===== src/rtl/stage5_field_extract.sv =====
// ---------------------------------------------------------------------------
// stage5_field_extract
//   N-channel field extractor for stage-5 message decode. Each channel takes a
//   decoded message over valid/ready and slices message[FIELD_MSB:FIELD_LSB]
//   when message_en is set and its mux control equals MATCH_CODE. Otherwise it
//   substitutes DEFAULT_VALUE. Results go out through a 2-entry skid buffer.
//   Each channel also keeps a saturating count of accepted hits.
//
// Ports (channel c occupies slice c of every flattened bus)
//   clk, rst      : rising-edge clock, async active-high reset
//   message_en    : global extraction enable, sampled at accept
//   msg_valid/rdy : per-channel input handshake
//   message       : CHANNELS*MSG_BITS decoded messages
//   mux_control   : CHANNELS*CTRL_BITS message type codes
//   field_valid/ready, field_data, field_hit : per-channel output handshake
//   count_clear   : synchronous clear of all hit counters
//   hit_count     : CHANNELS*CNT_BITS saturating hit counts
// ---------------------------------------------------------------------------

// One channel: extract, 2-entry skid buffer, hit counter.
module stage5_fx_lane #(
  parameter int                           MSG_BITS      = 512,
  parameter int                           CTRL_BITS     = 4,
  parameter int                           FIELD_MSB     = 95,
  parameter int                           FIELD_LSB     = 64,
  parameter logic [CTRL_BITS-1:0]         MATCH_CODE    = 4'h1,
  parameter logic [FIELD_MSB-FIELD_LSB:0] DEFAULT_VALUE = '0,
  parameter int                           CNT_BITS      = 16
) (
  input  logic                           clk,
  input  logic                           rst,
  input  logic                           message_en,
  input  logic                           msg_valid,
  output logic                           msg_ready,
  input  logic [MSG_BITS-1:0]            message,
  input  logic [CTRL_BITS-1:0]           mux_control,
  output logic                           field_valid,
  input  logic                           field_ready,
  output logic [FIELD_MSB-FIELD_LSB:0]   field_data,
  output logic                           field_hit,
  input  logic                           count_clear,
  output logic [CNT_BITS-1:0]            hit_count
);
  localparam int FW = FIELD_MSB - FIELD_LSB + 1;

  typedef struct packed {
    logic [FW-1:0] data;
    logic          hit;
  } entry_t;

  typedef enum logic [1:0] {S_EMPTY, S_ONE, S_FULL} state_t;

  state_t              r_state;
  entry_t              r_out;
  entry_t              r_skid;
  logic                r_valid;
  logic                r_ready;
  logic [CNT_BITS-1:0] r_cnt;

  logic   w_accept;
  logic   w_pop;
  logic   w_hit;
  entry_t w_new;
  logic   w_unused;

  assign w_hit    = message_en & (mux_control == MATCH_CODE);
  assign w_new    = '{data: (w_hit ? message[FIELD_MSB:FIELD_LSB] : DEFAULT_VALUE),
                      hit:  w_hit};
  assign w_accept = msg_valid & r_ready;
  assign w_pop    = r_valid & field_ready;
  // Message bits outside the field are intentionally ignored.
  assign w_unused = ^message;

  // r_ready comes out of reset low and rises on the first edge after
  // release; afterwards it depends only on state (low only in FULL).
  always_ff @(posedge clk or posedge rst) begin
    if (rst) begin
      r_state <= S_EMPTY;
      r_valid <= 1'b0;
      r_ready <= 1'b0;
      r_out   <= '{data: DEFAULT_VALUE, hit: 1'b0};
      r_skid  <= '{data: DEFAULT_VALUE, hit: 1'b0};
    end else begin
      case (r_state)
        S_EMPTY: begin
          r_ready <= 1'b1;
          if (w_accept) begin
            r_out   <= w_new;
            r_valid <= 1'b1;
            r_state <= S_ONE;
          end
        end
        S_ONE: begin
          if (w_accept && !w_pop) begin
            r_skid  <= w_new;
            r_ready <= 1'b0;
            r_state <= S_FULL;
          end else if (w_accept && w_pop) begin
            r_out <= w_new;
          end else if (w_pop) begin
            r_valid <= 1'b0;
            r_state <= S_EMPTY;
          end
        end
        S_FULL: begin
          // msg_ready is low here, so only a pop can happen.
          if (w_pop) begin
            r_out   <= r_skid;
            r_ready <= 1'b1;
            r_state <= S_ONE;
          end
        end
        default: begin
          r_valid <= 1'b0;
          r_ready <= 1'b1;
          r_state <= S_EMPTY;
        end
      endcase
    end
  end

  // Clear has priority over a simultaneous hit.
  always_ff @(posedge clk or posedge rst) begin
    if (rst) begin
      r_cnt <= '0;
    end else if (count_clear) begin
      r_cnt <= '0;
    end else if (w_accept && w_hit && (r_cnt != {CNT_BITS{1'b1}})) begin
      r_cnt <= r_cnt + 1'b1;
    end
  end

  assign msg_ready   = r_ready;
  assign field_valid = r_valid;
  assign field_data  = r_out.data;
  assign field_hit   = r_out.hit;
  assign hit_count   = r_cnt;
endmodule

module stage5_field_extract #(
  parameter int                           CHANNELS      = 3,
  parameter int                           MSG_BITS      = 512,
  parameter int                           CTRL_BITS     = 4,
  parameter int                           FIELD_MSB     = 95,
  parameter int                           FIELD_LSB     = 64,
  parameter logic [CTRL_BITS-1:0]         MATCH_CODE    = 4'h1,
  parameter logic [FIELD_MSB-FIELD_LSB:0] DEFAULT_VALUE = '0,
  parameter int                           CNT_BITS      = 16
) (
  input  logic                                        clk,
  input  logic                                        rst,
  input  logic                                        message_en,
  input  logic [CHANNELS-1:0]                         msg_valid,
  output logic [CHANNELS-1:0]                         msg_ready,
  input  logic [CHANNELS*MSG_BITS-1:0]                message,
  input  logic [CHANNELS*CTRL_BITS-1:0]               mux_control,
  output logic [CHANNELS-1:0]                         field_valid,
  input  logic [CHANNELS-1:0]                         field_ready,
  output logic [CHANNELS*(FIELD_MSB-FIELD_LSB+1)-1:0] field_data,
  output logic [CHANNELS-1:0]                         field_hit,
  input  logic                                        count_clear,
  output logic [CHANNELS*CNT_BITS-1:0]                hit_count
);
  localparam int FW = FIELD_MSB - FIELD_LSB + 1;

  for (genvar c = 0; c < CHANNELS; c++) begin : g_lane
    stage5_fx_lane #(
      .MSG_BITS      (MSG_BITS),
      .CTRL_BITS     (CTRL_BITS),
      .FIELD_MSB     (FIELD_MSB),
      .FIELD_LSB     (FIELD_LSB),
      .MATCH_CODE    (MATCH_CODE),
      .DEFAULT_VALUE (DEFAULT_VALUE),
      .CNT_BITS      (CNT_BITS)
    ) u_lane (
      .clk         (clk),
      .rst         (rst),
      .message_en  (message_en),
      .msg_valid   (msg_valid[c]),
      .msg_ready   (msg_ready[c]),
      .message     (message[c*MSG_BITS +: MSG_BITS]),
      .mux_control (mux_control[c*CTRL_BITS +: CTRL_BITS]),
      .field_valid (field_valid[c]),
      .field_ready (field_ready[c]),
      .field_data  (field_data[c*FW +: FW]),
      .field_hit   (field_hit[c]),
      .count_clear (count_clear),
      .hit_count   (hit_count[c*CNT_BITS +: CNT_BITS])
    );
  end
endmodule


===== config.mk =====
export PLATFORM = sky130hd
export DESIGN_NAME = stage5_field_extract
export DESIGN_NICKNAME = d
export VERILOG_FILES = /design/src/rtl/stage5_field_extract.sv
export SDC_FILE = /design/constraint.sdc
export NUM_CORES = 1
export LEC_CHECK = 0
export CORE_AREA = 2 2 663 665
export DETAILED_ROUTE_END_ITERATION = 12
export DIE_AREA = 0 0 665 667
export SLEW_MARGIN = 10
export SYNTH_ARGS = -nofsm -noshare
export SYNTH_HDL_FRONTEND = slang
export SYNTH_SLANG_ARGS = --single-unit
export TNS_END_PERCENT = 100

===== constraint.sdc =====
create_clock -name clk -period 15.7 [get_ports clk]
set_input_delay 1.57 -clock clk [delete_from_list [all_inputs] [get_ports clk]]
set_output_delay 1.57 -clock clk [all_outputs]
set_load 0.02 [all_outputs]

# --- Word level (Yosys, flattened, before mapping) ---
# Cells that the tools add are included.
word_totals:
  ff_bits: 258
  input_bits: 1558
  out_inout_bits: 153
  wordCells: 183
classes:
  addsub: 3
  eq_ne: 39
  mux: 66
  n_bitwise: 12
  n_reduce_logical: 39
ops:
  columns: ["operator", "n"]
  rows:
  - ["33-bit 2-to-1 mux", 12]
  - ["33-bit case mux with 3 select lines", 3]
  - ["16-bit 2-to-1 mux", 6]
  - ["32-bit 2-to-1 mux", 3]
  - ["16-bit by 1-bit adder with 16-bit output (second input constant)", 3]
  - ["16-bit != test (second input constant)", 3]
  - ["2-bit 2-to-1 mux", 15]
  - ["2-bit by 1-bit != test with 1-bit output (second input constant)", 15]
  - ["5-bit AND reduction", 6]
  - ["1-bit 2-to-1 mux", 18]
  - ["2-bit case mux with 3 select lines", 3]
  - ["4-bit by 1-bit equality test with 1-bit output (second input constant)", 3]
  - ["1-bit logical AND", 12]
  - ["2-bit != test (second input constant)", 6]
  - ["2-bit AND reduction", 6]
  - ["4-bit AND reduction", 3]
  - ["1-bit AND", 9]
  - ["3-bit by 1-bit != test with 1-bit output (second input constant)", 3]
  - ["3-bit by 2-bit != test with 1-bit output (second input constant)", 3]
  - ["1-bit case mux with 3 select lines", 3]
  - ["3-bit nonzero test", 3]
  - ["2-bit by 1-bit equality test with 1-bit output (second input constant)", 3]
  - ["2-bit equality test (second input constant)", 3]
  - ["2-bit zero test", 3]
  - ["4 further kinds", 12]

# --- Longest topological paths before layout ---
# Gate-level depths: netlist of run 1.
depth:
  depth_word: 6
  depth_mapped: 7
  ltp_nobuf: 5

# --- Cells and area by module ---
# From an unflattened synthesis of run 1, not the netlist that was laid out.
hier_totals:
  hier_cells: 1309
  hier_area_um2: 12081.6
modules_own_cells:
  columns: ["mod", "n_inst", "cells_each", "area_each_um2", "seq_area_each_um2"]
  rows:
  - ["stage5_fx_lane at g_lane[0].u_lane ...", 2, 457, 4076.4, 2152.1]
  - ["stage5_fx_lane at g_lane[2].u_lane", 1, 395, 3928.8, 2152.1]

# --- Worst setup path before layout of run 1 ---
# Ideal clock, no wire load.
synth_path:
  path_type: "in2reg"
  start: "in mux_control[7]"
  end: "reg g_lane[1].u_lane.r_cnt[13]"
  setup_ps: 125
  arrival_time_ps: 2767
  required_time_ps: 15575
  slack_ps: 12809
  stages: 5
  n_path_buf: 1
  cell_sequence: "and4bb_2 > nand4_1 > buf_2 > nor4_1 > mux2_2"
synth_between:
  elab_chain_cells: 5
synth_lines:
  columns: ["element", "line", "source"]
  rows:
  - ["from (decl)", "156", "input logic [CHANNELS*CTRL_BITS-1:0] mux_control,"]
  - ["4-bit by 1-bit equality test with 1-bit output", "66", "assign w_hit = message_en & (mux_control == MATCH_CODE);"]
  - ["1-bit AND", "66", null]
  - ["1-bit logical AND (2 in series)", "128", "end else if (w_accept && w_hit && (r_cnt != {CNT_BITS{1'b1}})) begin"]
  - ["2-bit nonzero test (no line)", null, null]
  - ["to (signal assigned)", "129", "r_cnt <= r_cnt + 1'b1;"]
  - ["to (decl)", "58", "logic [CNT_BITS-1:0] r_cnt;"]
# No other way between the ends.
# A chain may end at the register's enable or synchronous reset.

# --- Worst setup path after layout of run 1 ---
layout_path:
  start: "reg g_lane[0].u_lane.r_ready"
  end: "out msg_ready[0]"
layout_lines:
  columns: ["element", "line", "source"]
  rows:
  - ["from (decl)", "57", "logic r_ready;"]
  - ["from (signal assigned)", "80", "r_ready <= 1'b0;"]
  - ["from (signal assigned)", "86", "r_ready <= 1'b1;"]
  - ["from (signal assigned)", "96", "r_ready <= 1'b0;"]
  - ["to (decl)", "154", "output logic [CHANNELS-1:0] msg_ready,"]
# No word-level cell between the ends.

==> results of run 1 <==
-- worst max path at each step --
| stage | from | end | cells past startpoint |
|---|---|---|---|
| 2_1_floorplan | rst | g_lane[0].u_lane.field_data[0] | 1 |
| 3_3_place_gp | msg_valid[0] | g_lane[0].u_lane.field_hit | 6 |
| 3_5_place_dp | msg_valid[0] | g_lane[0].u_lane.field_hit | 6 |
| 4_1_cts | g_lane[0].u_lane.msg_ready | msg_ready[0] | 1 |
| 5_1_grt | g_lane[0].u_lane.msg_ready | msg_ready[0] | 1 |
| 6_report | g_lane[0].u_lane.msg_ready | msg_ready[0] | 1 |
-- kinds of logic (layout without fill, tap and decap cells) --
logic type | after synthesis | after routing | synth area share
simple gates | 498 | 498 | 0.1944
compound gates | 272 | 272 | 0.1277
flops | 258 | 258 | 0.4990
buf+inv | 208 | 450 | 0.07157
mux | 131 | 131 | 0.1044
fa+ha+maj | 3 | 3 | 0.002902
other cells | 0 | 8 | 0
-- sequential cells by signal, summed over array words and instances, names as in the netlist --
register / count
g_lane.u_lane.r_state: 6
g_lane.u_lane.field_data: 96
g_lane.u_lane.field_valid: 3
g_lane.u_lane.msg_ready: 3
g_lane.u_lane.hit_count: 48
g_lane.u_lane.r_skid: 99
g_lane.u_lane.field_hit: 3
-- synth_stat cells (4+ instances only) --
cell and number:
mux2_2 28, inv_1 106, buf_2 32, mux2i_1 99
nand2_1 230, clkbuf_1 51, mux2_1 4, a31oi_1 100
and3b_1 5, nor2_1 38, and3_1 6, buf_4 10
dfrtp_1 258, or4_1 12, nand3_1 25, o31ai_1 13
buf_6 9, nand2b_1 6, o21ai_0 102, nor4_1 5
nand4_1 15, and2_1 104, nor2b_1 28, a211oi_1 10
a21oi_1 25, and4_1 7
-- power breakdown --
part / total [mW] / internal, mW / switching, mW
clock: 0.782 / 0.446 / 0.335
combinational: 0.452 / 0.161 / 0.292
sequential: 0.740 / 0.705 / 0.0351
total: 1.97 / 1.31 / 0.662
-- stage by stage --
step | setup slack (ns) | cell area [um^2] | hold slack [ns]
2_1_floorplan | 7.032 | 12940 | 0.4418
3_3_place_gp | 10.99 | 22560 | 0.4588
3_5_place_dp | 10.96 | 22560 | 0.4619
4_1_cts | 11.63 | 23620 | 0.4763
5_1_grt | 11.59 | 23630 | 0.4931
6_report | 11.80 | 23640 | 0.4707
-- layer usage --
metal / routed length (um) / vias up / global-route usage / part of all wire
met5: 60 / - / 0 / 0.00094
met4: 3956 / 10 / 0.01578 / 0.062
met3: 6392 / 103 / 0.01368 / 0.10
met2: 33620 / 179 / 0.05143 / 0.53
met1: 19480 / 5090 / 0.02375 / 0.31
li1: - / 5135 / - / -
-- layout make-up --
cell class	instances	area (um^2)	share of cell area
tap	5757	7203	0.3047
multi-input combinational	904	5659	0.2394
sequential	258	6456	0.2731
inverter	106	405.4	0.01715
antenna	8	20.02	0.0008467
clock inverter	16	226.5	0.009579
timing repair buffer	288	2833	0.1198
clock buffer	40	839.6	0.03551
-- worst min-delay path, cell delays in order (launching register included) --
cell	delay [ns]
dfrtp_1	0.33
nand2_1	0.04
o21ai_0	0.06
==> results_dict.tcl, run 1 <==
set metrics [dict create \
    status "completed" \
    design.portCount 1711 \
    p_per_area_nw_per_um2 83.51 \
    fin_util 0.05415 \
    synth_cells 1370 \
    async_flop_share 1.000 \
    drt-total-wl_mm 63.51 \
    layout_commonest_cell "clkdlybuf4s50_1" \
    dp_hpwl_mm 50.90 \
    antenna_found_initial 19 \
    cp.required_ns 14.13 \
    drt_iter0_markers 541 \
    n_fill_cell 51537 \
    grt_pass1_wl_mm 84.17 \
    r2r_start "g_lane[0].u_lane.msg_ready" \
    slew-limit-headroom 0.2415 \
    vias 10517 \
    syn_to_final_growth_pct 82.75 \
    ys_top_cells_by_area "dfrtp_1 50%, mux2i_1 7.7%, nand2_1 6.7%" \
    htreeDepth 1 \
    final.setup_skew_ns 0.05059 \
    setup_viol 0 \
    cts_setup_buffers 0 \
    critPathMaxStageDelay_ns 1.02 \
    worst_pin_slew_ns 1.138 \
    crit_buf_inv 1 \
    drc 0 \
    grt_max_degree 70 \
    start_util 0.02963 \
    rsz0062_at_grt "no" \
    post_drt_via_cell_ratio 1.426 \
    syn_avg_cell_area_um2 9.443 \
    ys_warn_count 0 \
    cpLargestDelayFamily "buffers and inverters" \
    crit_arrival_ns 2.33 \
    finalCriticalPeriod_ns 3.897 \
    drv_slew 0 \
    ctsResizeCount 0 \
    hold_class "reg2reg" \
    post_drt_wl_per_cell_um 8.609 \
    antenna_left 0 \
    end_kind "output pin" \
    drive_gt1_frac 0.07692 \
    cp_cell_sequence "clkdlybuf4s50_1" \
    r2r_cells 4 \
    dr.pass1.iters 5 \
    cts_buffers 31 \
    synth_nets 2931 \
    hold_buffers 0 \
    synth_top_area_frac 0.4990 \
    grt_overflow_total 0 \
    ys_seq_elements 258 \
    dpl.cell_count 7313 \
    rows 243 \
    core_region_area_um2 436600 \
    critPathMaxFanout 6 \
    die_w_um 665 \
    yosysTopAreaCell "dfrtp_1" \
    peakVddDrop_mv 0.1153 \
    synthesis.area_um2 12940 \
    root_buffer "clkbuf_16" \
    place_congestion 0.7128 \
    hp-start "g_lane[2].u_lane.r_skid[5]" \
    worstHoldEndpoint "g_lane[2].u_lane.r_skid[5]" \
    synth-main-ff-cell "dfrtp_1" \
    seq_area_frac_synth 0.4990 \
    clk_path_buf_depth 3 \
    layout.nets 3150 \
    timing.final.crit_share 0.2482 \
    grt_use_total 0.02763 \
    worstSkewPairLatency_ns 0.66 \
    max-cap-violations 0 \
    dieArea_um2 443600 \
    p_leak_nw 7.175 \
    layout_common_cells "269 x clkdlybuf4s50_1, 258 x dfrtp_1, 230 x nand2_1" \
    grt_pass1_vias 10173 \
    cts_tree "built" \
    power_mw 1.974 \
    final_cells 7377 \
    tns_ns 0 \
    synth_edf_count 0 \
    die_height_um 667 \
    io_buffers 270 \
    hold_viol 0 \
    path_clk_slew_ns 0.07 \
    crit_slowest_cell "clkdlybuf4s50_1" \
    synth_cell_type_count 54 \
    reg2reg_slack_ns 12.82 \
    fmax_mhz 256.6 \
    hold_depth 2 \
    cp-start-kind "flip-flop" \
    clock-sinks 258 \
    timing.rr.end "g_lane[0].u_lane.field_hit" \
    critical_path_class "reg2out" \
]
(Power assumes the default switching activity.)
==> inputs of run 2 (changes only) <==
CORE_AREA = 2 2 671 673   (was 2 2 663 665)
DIE_AREA = 0 0 673 675   (was 0 0 665 667)
clock period = 3.38 ns   (was 15.7 ns; I/O delays follow)
==> results_dict.tcl, run 2 (synthesis gave the netlist of run 1 again) <==
set metrics [dict create \
    status "completed" \
    post_drt_wl_per_cell_um 8.251 \
    crit_cells 1 \
    crit_slowest_cell "clkdlybuf4s50_1" \
    worst_pin_slew_ns 0.9794 \
    start_util 0.02893 \
    core_region_area_um2 447200 \
    dr_wl_met2_mm 34.37 \
    finalCriticalPeriod_ns 2.649 \
    path_clk_slew_ns 0.06 \
    peakVddDrop_mv 0.4094 \
    grt_pass1_wl_mm 83.25 \
    crit_buf_inv 1 \
    r2r_start "g_lane[1].u_lane.hit_count[0]" \
    largest_register_ffs 99 \
    drc 0 \
    met3_length_mm 6.049 \
    clk_path_buf_depth 3 \
    layout.nets 3173 \
    htreeDepth 1 \
    timing.final.crit_share 0.7838 \
    root_buffer "clkbuf_16" \
    cpLargestDelayFamily "buffers and inverters" \
    ctsResizeCount 0 \
    power_mw 9.078 \
    cts_tree "built" \
    setup_slack_ns 0.7306 \
    cp.required_ns 3.04 \
    slew-limit-headroom 0.3450 \
    drt-total-wl_mm 62.64 \
    end_kind "output pin" \
    fmax_mhz 377.4 \
    critPathMaxStageDelay_ns 1.02 \
    hold_buffers 0 \
    rows 246 \
    place_congestion 0.7236 \
    clock-sinks 258 \
    antenna_found_initial 17 \
    crit_arrival_ns 2.31 \
    crit_path_end "msg_ready[2]" \
    layout_common_cells "264 x clkdlybuf4s50_1, 258 x dfrtp_1, 230 x nand2_1" \
    hold_viol 0 \
    r2r_cells 4 \
    rsz0062_at_grt "no" \
    timing.rr.end "g_lane[1].u_lane.hit_count[2]" \
    dp_slack_ns 0.5519 \
    p_leak_nw 7.316 \
    critPathMaxFanout 6 \
    grt_pass1_vias 10415 \
    antenna_left 0 \
    cts_buffers 30 \
    hold_ws_ns 0.07747 \
    worstSkewPairLatency_ns 0.69 \
    setup_viol 0 \
    cp-start-kind "flip-flop" \
    drive_gt1_frac 0.09480 \
    n_fill_cell 52676 \
    final.setup_skew_ns 0.07387 \
    design.portCount 1711 \
    top_layer_used "met5" \
    grt_use_total 0.02651 \
    post_drt_via_cell_ratio 1.387 \
    cp_cell_sequence "clkdlybuf4s50_1" \
    layout_commonest_cell "clkdlybuf4s50_1" \
    grt_overflow_total 0 \
    dr.pass1.iters 5 \
    crit_start "g_lane[2].u_lane.msg_ready" \
    largest_register "g_lane.u_lane.r_skid" \
    die_height_um 675 \
    wl_met1_mm 19.39 \
    dp_hpwl_mm 50.93 \
    dpl.cell_count 7532 \
    die_w_um 673 \
    max-cap-violations 0 \
    drv_slew 0 \
    cts_setup_buffers 0 \
    grt_max_degree 69 \
    syn_to_final_growth_pct 86.34 \
    p_per_area_nw_per_um2 376.5 \
    vias 10528 \
    hold_class "in2async" \
    drt_iter0_markers 430 \
    critical_path_class "reg2out" \
    dieArea_um2 454300 \
    io_buffers 270 \
    final_cells 7591 \
    reg2reg_slack_ns 1.13 \
]
-- run 2: cell types whose count changed in the layout (fill, tap and decap cells not counted) --
cell,delta
clkinv_2,+4
clkdlybuf4s50_1,-5
inv_16,-1
clkbuf_8,+1
bufinv_16,-2
clkbuf_16,-1
inv_6,-1
buf_4,+18
buf_12,+11
diode_2,-4
clkbuf_1,-3
clkinv_4,+2
-- run 2: how the worst min path moves through the flow --
stage,start,end,depth (start not counted)
5_1_grt,rst,g_lane[1].u_lane.field_valid,2
2_1_floorplan,g_lane[0].u_lane.r_skid[10],g_lane[0].u_lane.r_skid[10],2
4_1_cts,rst,g_lane[1].u_lane.msg_ready,2
3_3_place_gp,g_lane[2].u_lane.r_skid[28],g_lane[2].u_lane.r_skid[28],2
6_report,rst,g_lane[1].u_lane.field_valid,2
3_5_place_dp,g_lane[2].u_lane.r_skid[24],g_lane[2].u_lane.r_skid[24],2
-- run 2: stage by stage --
step	TNS, ns	cell area, um^2	util
floorplan	-92.26	12940	-
global placement	0	23100	0.05166
detailed placement	0	23100	0.05166
CTS	0	24100	0.05388
global route	0	24110	0.05391
finish	0	24110	0.05391
-- run 2: cell type report --
class | count | area (um^2) | share of cell area
Clock buffer | 37 | 817.0 | 0.03389
Clock inverter | 18 | 178.9 | 0.007422
Sequential cell | 258 | 6456 | 0.2678
Inverter | 106 | 401.6 | 0.01666
Tap cell | 5952 | 7447 | 0.3089
Antenna cell | 4 | 10.01 | 0.0004152
Timing Repair Buffer | 312 | 3138 | 0.1302
Multi-Input combinational cell | 904 | 5659 | 0.2347
-- run 2: layer usage --
| layer | up-vias | GRT usage |
|---|---|---|
| li1 | 5174 | - |
| met1 | 5076 | 0.02306 |
| met2 | 180 | 0.05093 |
| met3 | 84 | 0.01270 |
| met4 | 14 | 0.01171 |
| met5 | - | 0 |
-- run 2: where the power goes --
part | internal (mW) | leakage, nW | switching (mW)
combinational | 0.835 | 3.41 | 1.33
sequential | 3.27 | 3.41 | 0.184
clock | 1.88 | 0.496 | 1.58
total | 5.99 | 7.32 | 3.09
